==> src/rtl/sd_pkg.sv <==
// Shared constants, state encodings and frame builder for the SD SPI-mode
// initialisation sequencer.
package sd_pkg;

   localparam logic [5:0] CMD_GO_IDLE  = 6'd0;
   localparam logic [5:0] CMD_IF_COND  = 6'd8;
   localparam logic [5:0] CMD_SEND_OP  = 6'd41;
   localparam logic [5:0] CMD_APP      = 6'd55;
   localparam logic [5:0] CMD_READ_OCR = 6'd58;

   localparam logic [7:0] CRC_CMD0  = 8'h95;
   localparam logic [7:0] CRC_CMD8  = 8'h87;
   localparam logic [7:0] CRC_ACMD  = 8'h01;
   localparam logic [7:0] CRC_CMD58 = 8'hFD;

   localparam logic [31:0] ARG_IF_COND = 32'h0000_01AA;
   localparam logic [31:0] ARG_HCS     = 32'h4000_0000;

   localparam logic [2:0] ERR_NONE   = 3'd0;
   localparam logic [2:0] ERR_CMD0   = 3'd1;
   localparam logic [2:0] ERR_CMD8   = 3'd2;
   localparam logic [2:0] ERR_ACMD41 = 3'd3;
   localparam logic [2:0] ERR_CMD58  = 3'd4;
   localparam logic [2:0] ERR_CMD55  = 3'd5;

   typedef enum logic [3:0] {
      S_IDLE, S_DUMMY, S_CMD0, S_CMD8, S_C55, S_A41, S_CMD58, S_DONE, S_FAIL
   } seq_state_e;

   typedef enum logic [2:0] {
      X_IDLE, X_DUMMY, X_FRAME, X_POLL, X_TRAIL, X_GAP
   } xfer_state_e;

   function automatic logic [47:0] sd_frame(input logic [5:0] idx, input logic [31:0] arg,
                                            input logic [7:0] crc);
      return {2'b01, idx, arg, crc};
   endfunction

   function automatic logic [47:0] cmd_frame(input seq_state_e s);
      case (s)
         S_CMD0:  return sd_frame(CMD_GO_IDLE, 32'h0, CRC_CMD0);
         S_CMD8:  return sd_frame(CMD_IF_COND, ARG_IF_COND, CRC_CMD8);
         S_C55:   return sd_frame(CMD_APP, 32'h0, CRC_ACMD);
         S_A41:   return sd_frame(CMD_SEND_OP, ARG_HCS, CRC_ACMD);
         S_CMD58: return sd_frame(CMD_READ_OCR, 32'h0, CRC_CMD58);
         default: return '1;
      endcase
   endfunction

   function automatic logic [2:0] cmd_extra(input seq_state_e s);
      return (s == S_CMD8 || s == S_CMD58) ? 3'd4 : 3'd0;
   endfunction

endpackage

==> src/rtl/sd_cmd_xfer.sv <==
// One SD command transfer over the byte-level SPI master: frame, R1 poll,
// trailing bytes, gap byte. Also emits the cs_n-high dummy-clock preamble.
module sd_cmd_xfer
   import sd_pkg::*;
#(
   parameter int INIT_BYTES   = 10,
   parameter int RESP_TIMEOUT = 8
) (
   input  logic        clk,
   input  logic        resetn,
   input  logic        go_i,
   input  logic        dummy_i,
   input  logic [47:0] frame_i,
   input  logic [2:0]  extra_i,
   output logic        done_o,
   output logic        tmo_o,
   output logic [7:0]  r1_o,
   output logic [31:0] word_o,
   output logic        spi_req_o,
   output logic [7:0]  spi_tx_o,
   input  logic        spi_ack_i,
   input  logic [7:0]  spi_rx_i,
   output logic        cs_n_o
);

   xfer_state_e st_q;
   logic [7:0]  cnt_q;
   logic [39:0] frame_q;
   logic [2:0]  extra_q;
   logic        tmo_q, req_q, pend_q, cs_n_q, done_q, tmo_p_q;
   logic [7:0]  tx_q, r1_q;
   logic [31:0] word_q;
   logic        ack_ok;

   // pend_q makes stray acks (including one left over from before a reset) harmless
   assign ack_ok = spi_ack_i && pend_q;

   always_ff @(posedge clk or negedge resetn) begin
      if (!resetn) begin
         st_q    <= X_IDLE;
         cnt_q   <= '0;
         frame_q <= '0;
         extra_q <= '0;
         tmo_q   <= 1'b0;
         req_q   <= 1'b0;
         pend_q  <= 1'b0;
         cs_n_q  <= 1'b1;
         done_q  <= 1'b0;
         tmo_p_q <= 1'b0;
         tx_q    <= 8'hFF;
         r1_q    <= 8'hFF;
         word_q  <= '0;
      end else begin
         req_q   <= 1'b0;
         done_q  <= 1'b0;
         tmo_p_q <= 1'b0;
         if (ack_ok) pend_q <= 1'b0;
         case (st_q)
            X_IDLE: if (go_i) begin
               cnt_q   <= '0;
               tmo_q   <= 1'b0;
               word_q  <= '0;
               extra_q <= extra_i;
               frame_q <= frame_i[39:0];
               tx_q    <= dummy_i ? 8'hFF : frame_i[47:40];
               cs_n_q  <= dummy_i;
               st_q    <= dummy_i ? X_DUMMY : X_FRAME;
               req_q   <= 1'b1;
               pend_q  <= 1'b1;
            end
            X_DUMMY: if (ack_ok) begin
               if (cnt_q == 8'(INIT_BYTES - 1)) begin
                  st_q   <= X_IDLE;
                  done_q <= 1'b1;
               end else begin
                  cnt_q  <= cnt_q + 8'd1;
                  req_q  <= 1'b1;
                  pend_q <= 1'b1;
               end
            end
            X_FRAME: if (ack_ok) begin
               if (cnt_q == 8'd5) begin
                  st_q  <= X_POLL;
                  cnt_q <= '0;
                  tx_q  <= 8'hFF;
               end else begin
                  cnt_q   <= cnt_q + 8'd1;
                  tx_q    <= frame_q[39:32];
                  frame_q <= {frame_q[31:0], 8'hFF};
               end
               req_q  <= 1'b1;
               pend_q <= 1'b1;
            end
            X_POLL: if (ack_ok) begin
               if (!spi_rx_i[7]) begin
                  r1_q  <= spi_rx_i;
                  cnt_q <= '0;
                  if (extra_q == 3'd0) begin
                     st_q   <= X_GAP;
                     cs_n_q <= 1'b1;
                  end else begin
                     st_q <= X_TRAIL;
                  end
               end else if (cnt_q == 8'(RESP_TIMEOUT - 1)) begin
                  tmo_q  <= 1'b1;
                  st_q   <= X_GAP;
                  cs_n_q <= 1'b1;
               end else begin
                  cnt_q <= cnt_q + 8'd1;
               end
               tx_q   <= 8'hFF;
               req_q  <= 1'b1;
               pend_q <= 1'b1;
            end
            X_TRAIL: if (ack_ok) begin
               word_q <= {word_q[23:0], spi_rx_i};
               if (cnt_q == {5'd0, extra_q} - 8'd1) begin
                  st_q   <= X_GAP;
                  cs_n_q <= 1'b1;
               end else begin
                  cnt_q <= cnt_q + 8'd1;
               end
               req_q  <= 1'b1;
               pend_q <= 1'b1;
            end
            X_GAP: if (ack_ok) begin
               st_q    <= X_IDLE;
               done_q  <= !tmo_q;
               tmo_p_q <= tmo_q;
            end
            default: st_q <= X_IDLE;
         endcase
      end
   end

   assign done_o    = done_q;
   assign tmo_o     = tmo_p_q;
   assign r1_o      = r1_q;
   assign word_o    = word_q;
   assign spi_req_o = req_q;
   assign spi_tx_o  = tx_q;
   assign cs_n_o    = cs_n_q;

endmodule

==> src/rtl/sd_spi_seq.sv <==
// SD-card SPI-mode power-up sequencer: dummy clocks, CMD0, CMD8,
// CMD55/ACMD41 loop, CMD58; reports done/ccs or an error code.
module sd_spi_seq
   import sd_pkg::*;
#(
   parameter int INIT_BYTES     = 10,
   parameter int RESP_TIMEOUT   = 8,
   parameter int ACMD41_RETRIES = 1000
) (
   input  logic       clk,
   input  logic       resetn,
   input  logic       start,
   output logic       busy,
   output logic       done,
   output logic       error,
   output logic [2:0] err_code,
   output logic       ccs,
   output logic       slow_clk,
   output logic       spi_req,
   output logic [7:0] spi_tx,
   input  logic       spi_ack,
   input  logic [7:0] spi_rx,
   output logic       cs_n
);

   seq_state_e  st_q;
   logic        go_q, busy_q, done_q, error_q, ccs_q, slow_q;
   logic [2:0]  err_q;
   logic [15:0] retry_q, retry_d;
   logic        x_done, x_tmo, x_dummy;
   logic [7:0]  x_r1;
   logic [31:0] x_word;
   logic [47:0] x_frame;
   logic [2:0]  x_extra;
   logic        cmd8_ok, unused_word;

   assign retry_d = retry_q + 16'd1;
   // frame/extra are decoded from the state register, which is stable when go_q fires
   assign x_dummy = (st_q == S_DUMMY);
   assign x_frame = cmd_frame(st_q);
   assign x_extra = cmd_extra(st_q);
   assign cmd8_ok = (x_r1 == 8'h01) && (x_word[11:8] == 4'h1) && (x_word[7:0] == 8'hAA);
   assign unused_word = ^{x_word[31], x_word[29:12]};

   sd_cmd_xfer #(
      .INIT_BYTES  (INIT_BYTES),
      .RESP_TIMEOUT(RESP_TIMEOUT)
   ) u_xfer (
      .clk      (clk),
      .resetn   (resetn),
      .go_i     (go_q),
      .dummy_i  (x_dummy),
      .frame_i  (x_frame),
      .extra_i  (x_extra),
      .done_o   (x_done),
      .tmo_o    (x_tmo),
      .r1_o     (x_r1),
      .word_o   (x_word),
      .spi_req_o(spi_req),
      .spi_tx_o (spi_tx),
      .spi_ack_i(spi_ack),
      .spi_rx_i (spi_rx),
      .cs_n_o   (cs_n)
   );

   always_ff @(posedge clk or negedge resetn) begin
      if (!resetn) begin
         st_q    <= S_IDLE;
         go_q    <= 1'b0;
         busy_q  <= 1'b0;
         done_q  <= 1'b0;
         error_q <= 1'b0;
         err_q   <= ERR_NONE;
         ccs_q   <= 1'b0;
         slow_q  <= 1'b1;
         retry_q <= '0;
      end else begin
         go_q <= 1'b0;
         case (st_q)
            S_IDLE, S_DONE, S_FAIL: if (start) begin
               st_q    <= S_DUMMY;
               go_q    <= 1'b1;
               busy_q  <= 1'b1;
               done_q  <= 1'b0;
               error_q <= 1'b0;
               err_q   <= ERR_NONE;
               ccs_q   <= 1'b0;
               slow_q  <= 1'b1;
               retry_q <= '0;
            end
            S_DUMMY: if (x_done) begin
               st_q <= S_CMD0;
               go_q <= 1'b1;
            end
            S_CMD0: if (x_done && x_r1 == 8'h01) begin
               st_q <= S_CMD8;
               go_q <= 1'b1;
            end else if (x_done || x_tmo) begin
               st_q <= S_FAIL; busy_q <= 1'b0; error_q <= 1'b1; err_q <= ERR_CMD0;
            end
            S_CMD8: if (x_done && cmd8_ok) begin
               st_q <= S_C55;
               go_q <= 1'b1;
            end else if (x_done || x_tmo) begin
               st_q <= S_FAIL; busy_q <= 1'b0; error_q <= 1'b1; err_q <= ERR_CMD8;
            end
            S_C55: if (x_done) begin
               st_q <= S_A41;
               go_q <= 1'b1;
            end else if (x_tmo) begin
               st_q <= S_FAIL; busy_q <= 1'b0; error_q <= 1'b1; err_q <= ERR_CMD55;
            end
            S_A41: if (x_done && x_r1 == 8'h00) begin
               st_q <= S_CMD58;
               go_q <= 1'b1;
            end else if (x_done && x_r1 == 8'h01 && retry_d < 16'(ACMD41_RETRIES)) begin
               retry_q <= retry_d;
               st_q    <= S_C55;
               go_q    <= 1'b1;
            end else if (x_done || x_tmo) begin
               st_q <= S_FAIL; busy_q <= 1'b0; error_q <= 1'b1; err_q <= ERR_ACMD41;
            end
            S_CMD58: if (x_done && x_r1 == 8'h00) begin
               st_q   <= S_DONE;
               busy_q <= 1'b0;
               done_q <= 1'b1;
               slow_q <= 1'b0;
               ccs_q  <= x_word[30];
            end else if (x_done || x_tmo) begin
               st_q <= S_FAIL; busy_q <= 1'b0; error_q <= 1'b1; err_q <= ERR_CMD58;
            end
            default: st_q <= S_IDLE;
         endcase
      end
   end

   assign busy     = busy_q;
   assign done     = done_q;
   assign error    = error_q;
   assign err_code = err_q;
   assign ccs      = ccs_q;
   assign slow_clk = slow_q;

endmodule

==> config.mk <==
export PLATFORM = sky130hd
export DESIGN_NAME = sd_spi_seq
export DESIGN_NICKNAME = d
export VERILOG_FILES = /design/src/rtl/sd_pkg.sv /design/src/rtl/sd_cmd_xfer.sv /design/src/rtl/sd_spi_seq.sv
export SDC_FILE = /design/constraint.sdc
export NUM_CORES = 1
export LEC_CHECK = 0
export BUFFER_PORTS_ARGS = -buffer_cell sky130_fd_sc_hd__buf_2
export CORE_MARGIN = 2
export CORE_UTILIZATION = 35
export CTS_BUF_LIST = sky130_fd_sc_hd__clkbuf_8
export CTS_CLUSTER_SIZE = 8
export DETAILED_ROUTE_END_ITERATION = 16
export MAX_ROUTING_LAYER = met4
export SETUP_SLACK_MARGIN = 0.02
export SLEW_MARGIN = 0
export SYNTH_ARGS = -nofsm -noshare
export SYNTH_HDL_FRONTEND = slang
export SYNTH_SLANG_ARGS = --single-unit
==> constraint.sdc <==
create_clock -name clk -period 5.8 [get_ports clk]
set_clock_uncertainty 0.15 [all_clocks]
set_input_delay 0.87 -clock clk [delete_from_list [all_inputs] [get_ports clk]]
set_output_delay 0.87 -clock clk [all_outputs]
set_load 0.005 [all_outputs]
==> results of run 1 <==
[through the flow]
| stage | hold slack [ns] | util, % |
|---|---|---|
| after floorplan | 0.279 | - |
| after global placement | 0.299 | 37.3 |
| after detailed placement | 0.299 | 37.3 |
| after CTS | 0.323 | 38.5 |
| after global routing | 0.355 | 38.5 |
| final | 0.317 | 38.5 |
[per-layer routing]
| metal | up-vias | global-route usage [%] |
|---|---|---|
| li1 | 2373 | - |
| met1 | 2313 | 21.5 |
| met2 | 91 | 24.9 |
| met3 | 18 | 3.93 |
| met4 | 0 | 5.26 |
| met5 | - | - |
[registers in the layout, summed over array words and instances, names as in the netlist, 3 cells and up]
| name | cells |
|---|---|
| u_xfer.r1_o | 8 |
| err_code | 3 |
| st_q | 4 |
| u_xfer.cnt_q | 8 |
| u_xfer.word_o | 15 |
| u_xfer.st_q | 3 |
| u_xfer.frame_q | 33 |
| u_xfer.spi_tx_o | 8 |
| retry_q | 16 |
[cells in the final DEF, fill, tap and decap left out, drive strengths merged, types with 3 or more instances in the layout]
master / count
o21ai: 113
nand2: 107
dfrtp: 93
nor2: 46
buf: 32
a21oi: 23
nand3: 23
dfstp: 18
nor2b: 18
inv: 12
nor3: 12
o31ai: 11
and2: 11
nand4: 10
clkbuf: 10
o22ai: 10
a31oi: 9
nand2b: 9
mux2: 9
and3: 8
a21o: 7
nor4: 7
xnor2: 5
o32ai: 4
or2: 4
or3: 4
o22a: 4
a22oi: 4
nand4b: 3
nor4b: 3
ha: 3
or4: 3
a211oi: 3
[layout make-up]
type | instances | area [um2] | share of cell area (%)
timing repair buffer | 32 | 170 | 2.68
tap | 220 | 275 | 4.33
inverter | 11 | 41.3 | 0.649
clock buffer | 10 | 138 | 2.16
multi-input combinational | 502 | 2880 | 45.3
clock inverter | 5 | 51.3 | 0.807
sequential | 111 | 2800 | 44.0
[critical path, cell delays in order, from the launching register on]
cell     delay, ns
dfrtp_1       0.70
or3b_1        0.85
a31o_2        0.36
inv_1         0.13
or4_4         0.56
a21o_1        0.20
o22a_1        0.21
[worst max-delay path by stage]
stage	endpoint	slack, ns	cells after the start	start
after floorplan	err_code[0]	3.33	9	retry_q[1]
after global placement	u_xfer.st_q[1]	2.65	6	u_xfer.st_q[2]
after detailed placement	u_xfer.st_q[1]	2.56	6	u_xfer.st_q[2]
after CTS	u_xfer.st_q[1]	2.54	6	u_xfer.st_q[2]
after global routing	u_xfer.st_q[1]	2.35	6	u_xfer.st_q[2]
final	u_xfer.st_q[1]	2.53	6	u_xfer.st_q[2]
[power by group]
part	total (mW)	internal (mW)	switching, mW
sequential	1.27	1.05	0.226
clock	0.459	0.206	0.253
combinational	1.09	0.432	0.653
total	2.82	1.69	1.13
[logic make-up after synthesis]
| group | Yosys count | share of synthesized area [%] |
|---|---|---|
| xor+xnor | 6 | 0.888 |
| simple gates | 280 | 24.2 |
| flops | 111 | 47.3 |
| buf+inv | 57 | 4.15 |
| fa+ha+maj | 3 | 0.635 |
| mux | 11 | 2.05 |
| compound gates | 202 | 20.8 |
==> flow_metrics.tcl, run 1 <==
set metrics [dict create \
    power_density_nw_per_um2 443 \
    root_buffer "clkbuf_8" \
    grt-ovfl-total 0 \
    outcome "complete, no violations" \
    grt_max_degree 66 \
    crit_path_end_kind "register" \
    finalCriticalPeriod_ns 3.27 \
    dp_cells 876 \
    insertion_delay_ns 0.39 \
    finalCritPeriodShare_pct 56.4 \
    postSynth.asyncResetShare_pct 100 \
    drt-pass1-iter-count 6 \
    fmax_ghz 0.306 \
    criticalPathCategory "register to register" \
    worstMarginPinSlew_ns 0.961 \
    synth_edf_count 0 \
    fin_ws_ns 2.53 \
    portBuffers 29 \
    num_antenna_cells 0 \
    p_total_mw 2.82 \
    ir_worst_vdd_uv 161 \
    stdcell_area_um2 6360 \
    path_max_fanout 32 \
    finalWirelength_um 13600 \
    worst_setup_path_start_kind "register" \
    wl_met3_um 541 \
    rsz0062_at_grt "no" \
    rr_worst_depth 6 \
    stdcell_count 891 \
    yosys_warnings 0 \
    cp.arrival_ns 3.40 \
    top_layer_used "met4" \
    fin_tns_setup_ns 0 \
    setup-violations-final 0 \
    yosysTopAreaCell "dfrtp_1" \
    die_h_um 134 \
    synth_top_area_share_pct 39.3 \
    drv_cap 0 \
    place_ws_ns 2.56 \
    cts_tree "done" \
    avgSynthCellArea_um2 8.83 \
    remaining_drc_errors 0 \
    rr_endpoint "u_xfer.st_q[1]" \
    antenna_found_initial 0 \
    cts.sinks 111 \
    synthCells 670 \
    num_rows 47 \
    die_w_um 134 \
    ys_seq_elements 111 \
    m1WireLength_um 6450 \
    design.final.nets 682 \
    ant_nets 0 \
    start_util_pct 35.8 \
    grt_pass1_vias 4589 \
    hpwl_um 9530 \
    wl_per_cell_um 15.2 \
    core_um2 16500 \
    fp.dieArea_um2 18000 \
    drv_slew 0 \
    hold_viol 0 \
    clk_pin_slew_ns 0.10 \
    r2r-start "u_xfer.st_q[2]" \
    min_path_type "register to register" \
    placed_cell_area_um2 6170 \
    min_from "u_xfer.frame_q[0]" \
    cts_setup_buffers 0 \
    hold_depth 1 \
    synth_nets 685 \
    seq_area_frac_synth_pct 47.3 \
    synth_commonest_cells "o21ai_0 (113), nand2_1 (107), dfrtp_1 (93)" \
    via_per_inst 5.38 \
    ctsResizeCount 0 \
    ys_dominant_reg_cell "dfrtp_1" \
    required_ns 5.93 \
    grt_pass1_wl_um 22900 \
    layout-drive-gt1-share_pct 13.6 \
    leakage_nw 2.61 \
    worstHoldEndpoint "u_xfer.frame_q[0]" \
    vias 4795 \
    drt-initial-drc-count 460 \
    dr_wl_met2_um 6380 \
    cts_made_buffers 9 \
    htreeDepth 3 \
    pin_count 30 \
    area.growth.synth_to_final_pct 7.51 \
    cts_hold_buf 0 \
    cts.path.max_buffers 2 \
    synth_area_um2 5920 \
    reg2reg_setup_slack_ns 2.53 \
    yosysUniqueCellTypes 65 \
    nFillCells 1678 \
    max_slew_margin_pct 35.9 \
    gp_routability_congestion 0.883 \
    ys_top_cells_by_area "dfrtp_1 (39%), o21ai_0 (9.6%), dfstp_2 (8.0%), nand2_1 (6.8%), nor2_1 (2.9%)" \
    grt_usage_pct 16.3 \
    yosysMostFrequentCell "o21ai_0" \
]
Note: power is estimated with default switching activity, not from simulation.
==> run 2: changes to the inputs <==
--- a/config.mk
+++ b/config.mk
@@ -5,6 +5,7 @@
 export SDC_FILE = /design/constraint.sdc
 export NUM_CORES = 1
 export LEC_CHECK = 0
+export ABC_AREA = 1
 export BUFFER_PORTS_ARGS = -buffer_cell sky130_fd_sc_hd__buf_2
 export CORE_MARGIN = 2
 export CORE_UTILIZATION = 35
==> constraint.sdc (replaced) <==
create_clock -name clk -period 3.05 [get_ports clk]
set_clock_uncertainty 0.15 [all_clocks]
set_input_delay 0.4575 -clock clk [delete_from_list [all_inputs] [get_ports clk]]
set_output_delay 0.4575 -clock clk [all_outputs]
set_load 0.005 [all_outputs]
==> run 2 against run 1 <==
Sequential share of layout area decreased by 0.22 points. Hold slack got worse by 0.16 ns. Critical path type unchanged. Utilization increased by 1.6 points.
==> flow_metrics.tcl, run 2 <==
set metrics [dict create \
    slowest_stage "dfrtp_1" \
    area.growth.synth_to_final_pct 11.9 \
    die_w_um 132 \
    clk_pin_slew_ns 0.13 \
    p_seq_share_pct 40.1 \
    final_common_cell "nand2_1" \
    ir_worst_vdd_uv 318 \
    grtUsageMet1_pct 23.3 \
    drt-pass1-iter-count 5 \
    yosysMostFrequentCell "nand2_1" \
    ctsResizeCount 0 \
    grtUsageMet2_pct 23.6 \
    postLayoutCoreUtil_pct 40.1 \
    synth_area_um2 5710 \
    p_int_mw 3.34 \
    grt_max_degree 63 \
    cpPeakStageDelay_ns 0.44 \
    synth_nets 743 \
    crit_path_end_kind "register" \
    wl_per_cell_um 13.5 \
    cts.sinks 111 \
    crit_buf_inv 1 \
    leakage_nw 2.95 \
    synth_top_area_share_pct 40.7 \
    worst_setup_path_start_kind "register" \
    synthCells 728 \
    core_um2 15900 \
    fp.dieArea_um2 17400 \
    synthXorXnorAreaFrac_pct 0.307 \
    cts.path.max_buffers 2 \
    yosys_warnings 0 \
    drv_cap 0 \
    finalCritPeriodShare_pct 86.0 \
    antenna_found_initial 0 \
    netSwitchingFraction_pct 41.5 \
    ys_seq_elements 111 \
    cts_hold_buf 1 \
    cp.arrival_ns 2.80 \
    clockPowerShare_pct 19.1 \
    hpwl_um 9550 \
    die_h_um 132 \
    crit_path_frequent_cell "nand2_1" \
    multi_input_area_um2 2440 \
    drv_slew 0 \
    pin_count 30 \
    combPwrFrac_pct 40.8 \
    avgSynthCellArea_um2 7.85 \
    final_cell_mix "nand2_1 (149), nor2_1 (99), inv_1 (97), dfrtp_1 (93), o21ai_0 (79)" \
    grt-ovfl-total 0 \
    path_max_fanout 13 \
    cts_setup_buffers 0 \
    cts_made_buffers 9 \
    criticalPathCategory "register to register" \
    place_ws_ns 0.489 \
    fmax_ghz 0.381 \
    insertion_delay_ns 0.41 \
    nFillCells 1677 \
    required_ns 3.23 \
    grt_pass1_wl_um 22500 \
    max_slew_margin_pct 59.9 \
    synth_edf_count 0 \
    postSynth.asyncResetShare_pct 100 \
    yosysUniqueCellTypes 44 \
    regArea_um2 2800 \
    power_density_nw_per_um2 891 \
    worstMarginPinSlew_ns 0.600 \
    rsz0062_at_grt "no" \
    drt-initial-drc-count 291 \
    synth_top_family_by_area "simple AND/OR/NAND/NOR gates" \
    ys_top_cells_by_area "dfrtp_1 (41%), nand2_1 (9.8%), dfstp_2 (8.3%), o21ai_0 (7.0%), nor2_1 (6.5%)" \
    fin_ws_ns 0.427 \
    num_rows 46 \
    grt_pass1_vias 4487 \
    fin_tns_setup_ns 0 \
    yosys.area_share.simple_pct 27.1 \
    finalWirelength_um 13300 \
    via_per_inst 4.89 \
    cts_tree "done" \
    vias 4815 \
    gp_routability_congestion 0.913 \
    setup-violations-final 0 \
    ys_dominant_reg_cell "dfrtp_1" \
    portBuffers 29 \
    hold_viol 0 \
    layout-drive-gt1-share_pct 14.1 \
    htreeDepth 3 \
    dp_cells 967 \
    synth_mux_area_share_pct 0.986 \
    design.final.nets 778 \
    remaining_drc_errors 0 \
    start_util_pct 35.8 \
    seq_area_frac_synth_pct 49.0 \
    yosysTopAreaCell "dfrtp_1" \
    largest_register_ffs 33 \
    synth_commonest_cells "nand2_1 (149), nor2_1 (99), inv_1 (96)" \
    finalCriticalPeriod_ns 2.62 \
    crit_family "simple AND/OR/NAND/NOR gates" \
    root_buffer "clkbuf_8" \
    synth_compound_area_share_pct 13.6 \
    top_register "u_xfer.frame_q" \
    grt_most_used_layer "met2" \
    path_cells "ha_1, nand3_1, nor2_1, nand4_1, nand2_1, nand2_1, nor2_2, nand4_4, a21oi_4, buf_4, nand3_2, o21ai_2" \
    switchingPower_mw 2.36 \
    synth_adder_area_share_pct 0.657 \
    ant_nets 0 \
    use_met3_pct 3.84 \
    outcome "complete, no violations" \
    grt_usage_pct 16.4 \
    min_path_type "input pin to register" \
    num_antenna_cells 0 \
    stdcell_count 984 \
]
==> run 2: through the flow <==
step	hold slack, ns	cell area (um2)	total power, mW
2_1_floorplan	0.0119	5710	3.99
3_3_place_gp	0.223	6140	4.63
3_5_place_dp	0.227	6140	4.64
4_1_cts	0.134	6390	5.75
5_1_grt	0.143	6390	6.19
6_report	0.157	6390	5.70
==> run 2: kinds of logic after synthesis <==
family,after synthesis
flops,111
simple gates,349
buf+inv,120
xor+xnor,2
compound gates,138
mux,5
fa+ha+maj,3
==> run 2: power by group through the flow <==
stage                     Sequential (mW)  Combinational (mW)  Clock (mW)
after detailed placement             2.31                2.33           0
after floorplan                      2.23                1.76           0
after CTS                            2.29                2.34        1.13
final                                2.29                2.33        1.09
after global routing                 2.34                2.67        1.18
after global placement               2.31                2.32           0
==> run 2: tightest hold or removal path, delay by kind of cell <==
family | cells | cell delay (ns)
buf+inv | 1 | 0.11
compound gates | 1 | 0.04
simple gates | 1 | 0.09
==> run 2: final timing paths <==
| path | end | from | slack (ns) | depth (start not counted) |
|---|---|---|---|---|
| setup / recovery | retry_q[9] | retry_q[0] | 0.43 | 12 |
| hold / removal | u_xfer.r1_o[1] | spi_rx[1] | 0.16 | 3 |
| setup reg to reg | retry_q[9] | retry_q[0] | 0.43 | 12 |
| hold reg to reg | u_xfer.r1_o[7] | u_xfer.r1_o[7] | 0.31 | 2 |
| max in group asynchronous | u_xfer.spi_tx_o[2] | resetn | 1.68 | 3 |
| min in group asynchronous | u_xfer.frame_q[7] | resetn | 0.35 | 2 |
==> run 2: layout make-up <==
| type | instances | area share, % |
|---|---|---|
| Clock inverter | 7 | 1.86 |
| Timing Repair Buffer | 42 | 4.07 |
| Sequential cell | 111 | 43.8 |
| Clock buffer | 9 | 1.94 |
| Inverter | 102 | 5.99 |
| Tap cell | 216 | 4.23 |
| Multi-Input combinational cell | 497 | 38.1 |
==> run 2: layer usage <==
metal	wire length (um)	up-vias
met3	557	14
met2	5780	87
li1	-	2447
met5	0	-
met4	163	0
met1	6750	2267
==> run 3: changes to the inputs <==
--- a/config.mk
+++ b/config.mk
@@ -7,12 +7,15 @@
 export LEC_CHECK = 0
 export ABC_AREA = 1
 export BUFFER_PORTS_ARGS = -buffer_cell sky130_fd_sc_hd__buf_2
+export CELL_PAD_IN_SITES_DETAIL_PLACEMENT = 0
+export CELL_PAD_IN_SITES_GLOBAL_PLACEMENT = 1
 export CORE_MARGIN = 2
 export CORE_UTILIZATION = 35
 export CTS_BUF_LIST = sky130_fd_sc_hd__clkbuf_8
 export CTS_CLUSTER_SIZE = 8
 export DETAILED_ROUTE_END_ITERATION = 16
 export MAX_ROUTING_LAYER = met4
+export PLACE_DENSITY_LB_ADDON = 0.1
 export SETUP_SLACK_MARGIN = 0.02
 export SLEW_MARGIN = 0
 export SYNTH_ARGS = -nofsm -noshare
==> run 3 against run 2 <==
Fmax down 1.3%. Cell area down 0.59%. Power down 2.4%. Critical path type unchanged. Largest power group unchanged.
==> flow_metrics.tcl, run 3 (synthesis results as in run 2) <==
set metrics [dict create \
    outcome "complete, no violations" \
    cts.sinks 111 \
    p_total_mw 5.56 \
    vias 4857 \
    area.growth.synth_to_final_pct 11.3 \
    die_w_um 132 \
    r2r-start "retry_q[1]" \
    layout-drive-gt1-share_pct 14.0 \
    reg2reg_setup_slack_ns 0.39 \
    p_seq_share_pct 41.0 \
    drt-initial-drc-count 305 \
    hold_viol 0 \
    place_ws_ns 0.387 \
    rsz0062_at_grt "no" \
    setup-violations-final 0 \
    combPwrFrac_pct 42.4 \
    fin_ws_ns 0.392 \
    drv_slew 0 \
    max_slew_margin_pct 59.3 \
    top_register "u_xfer.frame_q" \
    min_from "spi_rx[4]" \
    final_cell_mix "nand2_1 (149), nor2_1 (99), inv_1 (98), dfrtp_1 (93), o21ai_0 (79)" \
    start_util_pct 35.8 \
    finalWirelength_um 14200 \
    power_density_nw_per_um2 876 \
    portBuffers 29 \
    num_rows 46 \
    drt-pass1-iter-count 4 \
    remaining_drc_errors 0 \
    worstHoldEndpoint "u_xfer.word_o[4]" \
    min_path_type "input pin to register" \
    holdWs_ns 0.156 \
    gp_routability_congestion 0.877 \
    clk_pin_slew_ns 0.11 \
    finalCriticalPeriod_ns 2.66 \
    p_int_mw 3.18 \
    grt_max_degree 76 \
    worstMarginPinSlew_ns 0.605 \
    placed_cell_area_um2 6150 \
    stdcell_area_um2 6350 \
    netSwitchingFraction_pct 42.9 \
    postLayoutCoreUtil_pct 39.9 \
    root_buffer "clkbuf_8" \
    switchingPower_mw 2.39 \
    cts.path.max_buffers 2 \
    ant_nets 0 \
    core_um2 15900 \
    drv_cap 0 \
    insertion_delay_ns 0.39 \
    num_antenna_cells 0 \
    grt-ovfl-total 0 \
    hpwl_um 10300 \
    required_ns 3.22 \
    fp.dieArea_um2 17400 \
    pin_count 30 \
    antenna_found_initial 0 \
    grt_pass1_wl_um 23900 \
    cts_tree "done" \
    wl_per_cell_um 14.4 \
    ir_worst_vdd_uv 345 \
    rr_worst_depth 14 \
    worst_setup_path_start_kind "register" \
    die_h_um 132 \
    path_max_fanout 18 \
    cp.arrival_ns 2.83 \
    htreeDepth 3 \
    cts_setup_buffers 0 \
    hold_depth 3 \
    clockPowerShare_pct 16.6 \
    fmax_ghz 0.376 \
    leakage_nw 2.94 \
    dp_cells 968 \
    via_per_inst 4.93 \
    grt_pass1_vias 4767 \
    criticalPathCategory "register to register" \
    grt_usage_pct 17.6 \
    rr_endpoint "retry_q[5]" \
    cts_made_buffers 9 \
    final_common_cell "nand2_1" \
    finalCritPeriodShare_pct 87.1 \
    design.final.nets 779 \
    largest_register_ffs 33 \
    stdcell_count 985 \
    nFillCells 1686 \
    fin_tns_setup_ns 0 \
    crit_path_end_kind "register" \
]
==> run 3: cell types whose count changed in the layout (fill, tap and decap cells not counted) <==
cell,previous run,this run
buf_4,12,13
bufinv_16,3,1
clkinv_4,0,1
inv_1,97,98
inv_6,2,1
inv_8,0,1
==> run 3: final cells by class <==
cell class                 count  area [um2]  share of cell area (%)
multi-input combinational    497        2440                    38.3
clock buffer                   9         124                    1.95
sequential                   111        2800                    44.1
timing repair buffer          43         268                    4.21
inverter                     102         383                    6.02
tap                          216         270                    4.25
clock inverter                 7        73.8                    1.16
==> run 3: timing repair <==
action,4_1_cts,5_1_grt
endpoints found under the hold margin,28,0
resized for setup,0,0
hold buffers,1,0
==> run 3: power groups by stage <==
stage | clock, mW | combinational, mW | sequential, mW
2_1_floorplan | 0 | 1.76 | 2.23
3_3_place_gp | 0 | 2.37 | 2.30
3_5_place_dp | 0 | 2.39 | 2.31
4_1_cts | 0.961 | 2.40 | 2.28
5_1_grt | 1.02 | 2.74 | 2.35
6_report | 0.922 | 2.36 | 2.28
==> run 3: how the worst max path moves through the flow <==
stage	startpoint	end	cells past startpoint	slack (ns)
after floorplan	retry_q[0]	retry_q[3]	13	0.99
after global placement	retry_q[0]	retry_q[1]	14	0.42
after detailed placement	retry_q[0]	retry_q[1]	14	0.39
after CTS	retry_q[0]	retry_q[5]	14	0.35
after global routing	retry_q[1]	retry_q[5]	14	0.09
final	retry_q[1]	retry_q[5]	14	0.39
==> run 3: worst max-delay path, stage by stage, from the launching register on <==
cell and delay [ns]:
dfrtp_1 0.42, ha_1 0.22, nand2_1 0.12, nor2_4 0.17
nand2_2 0.09, nand2_1 0.06, nand2_1 0.07, nand2_1 0.06
nor2_1 0.04, nand3_1 0.15, nand4_4 0.17, a21oi_4 0.47
buf_4 0.26, nand2_1 0.06, o21ai_1 0.07
==> run 3: layer usage <==
metal  GRT usage [%]  routed length, um
met4            4.11                167
met3            4.00                495
met1            23.0               6860
met5               -                  0
met2            28.0               6660
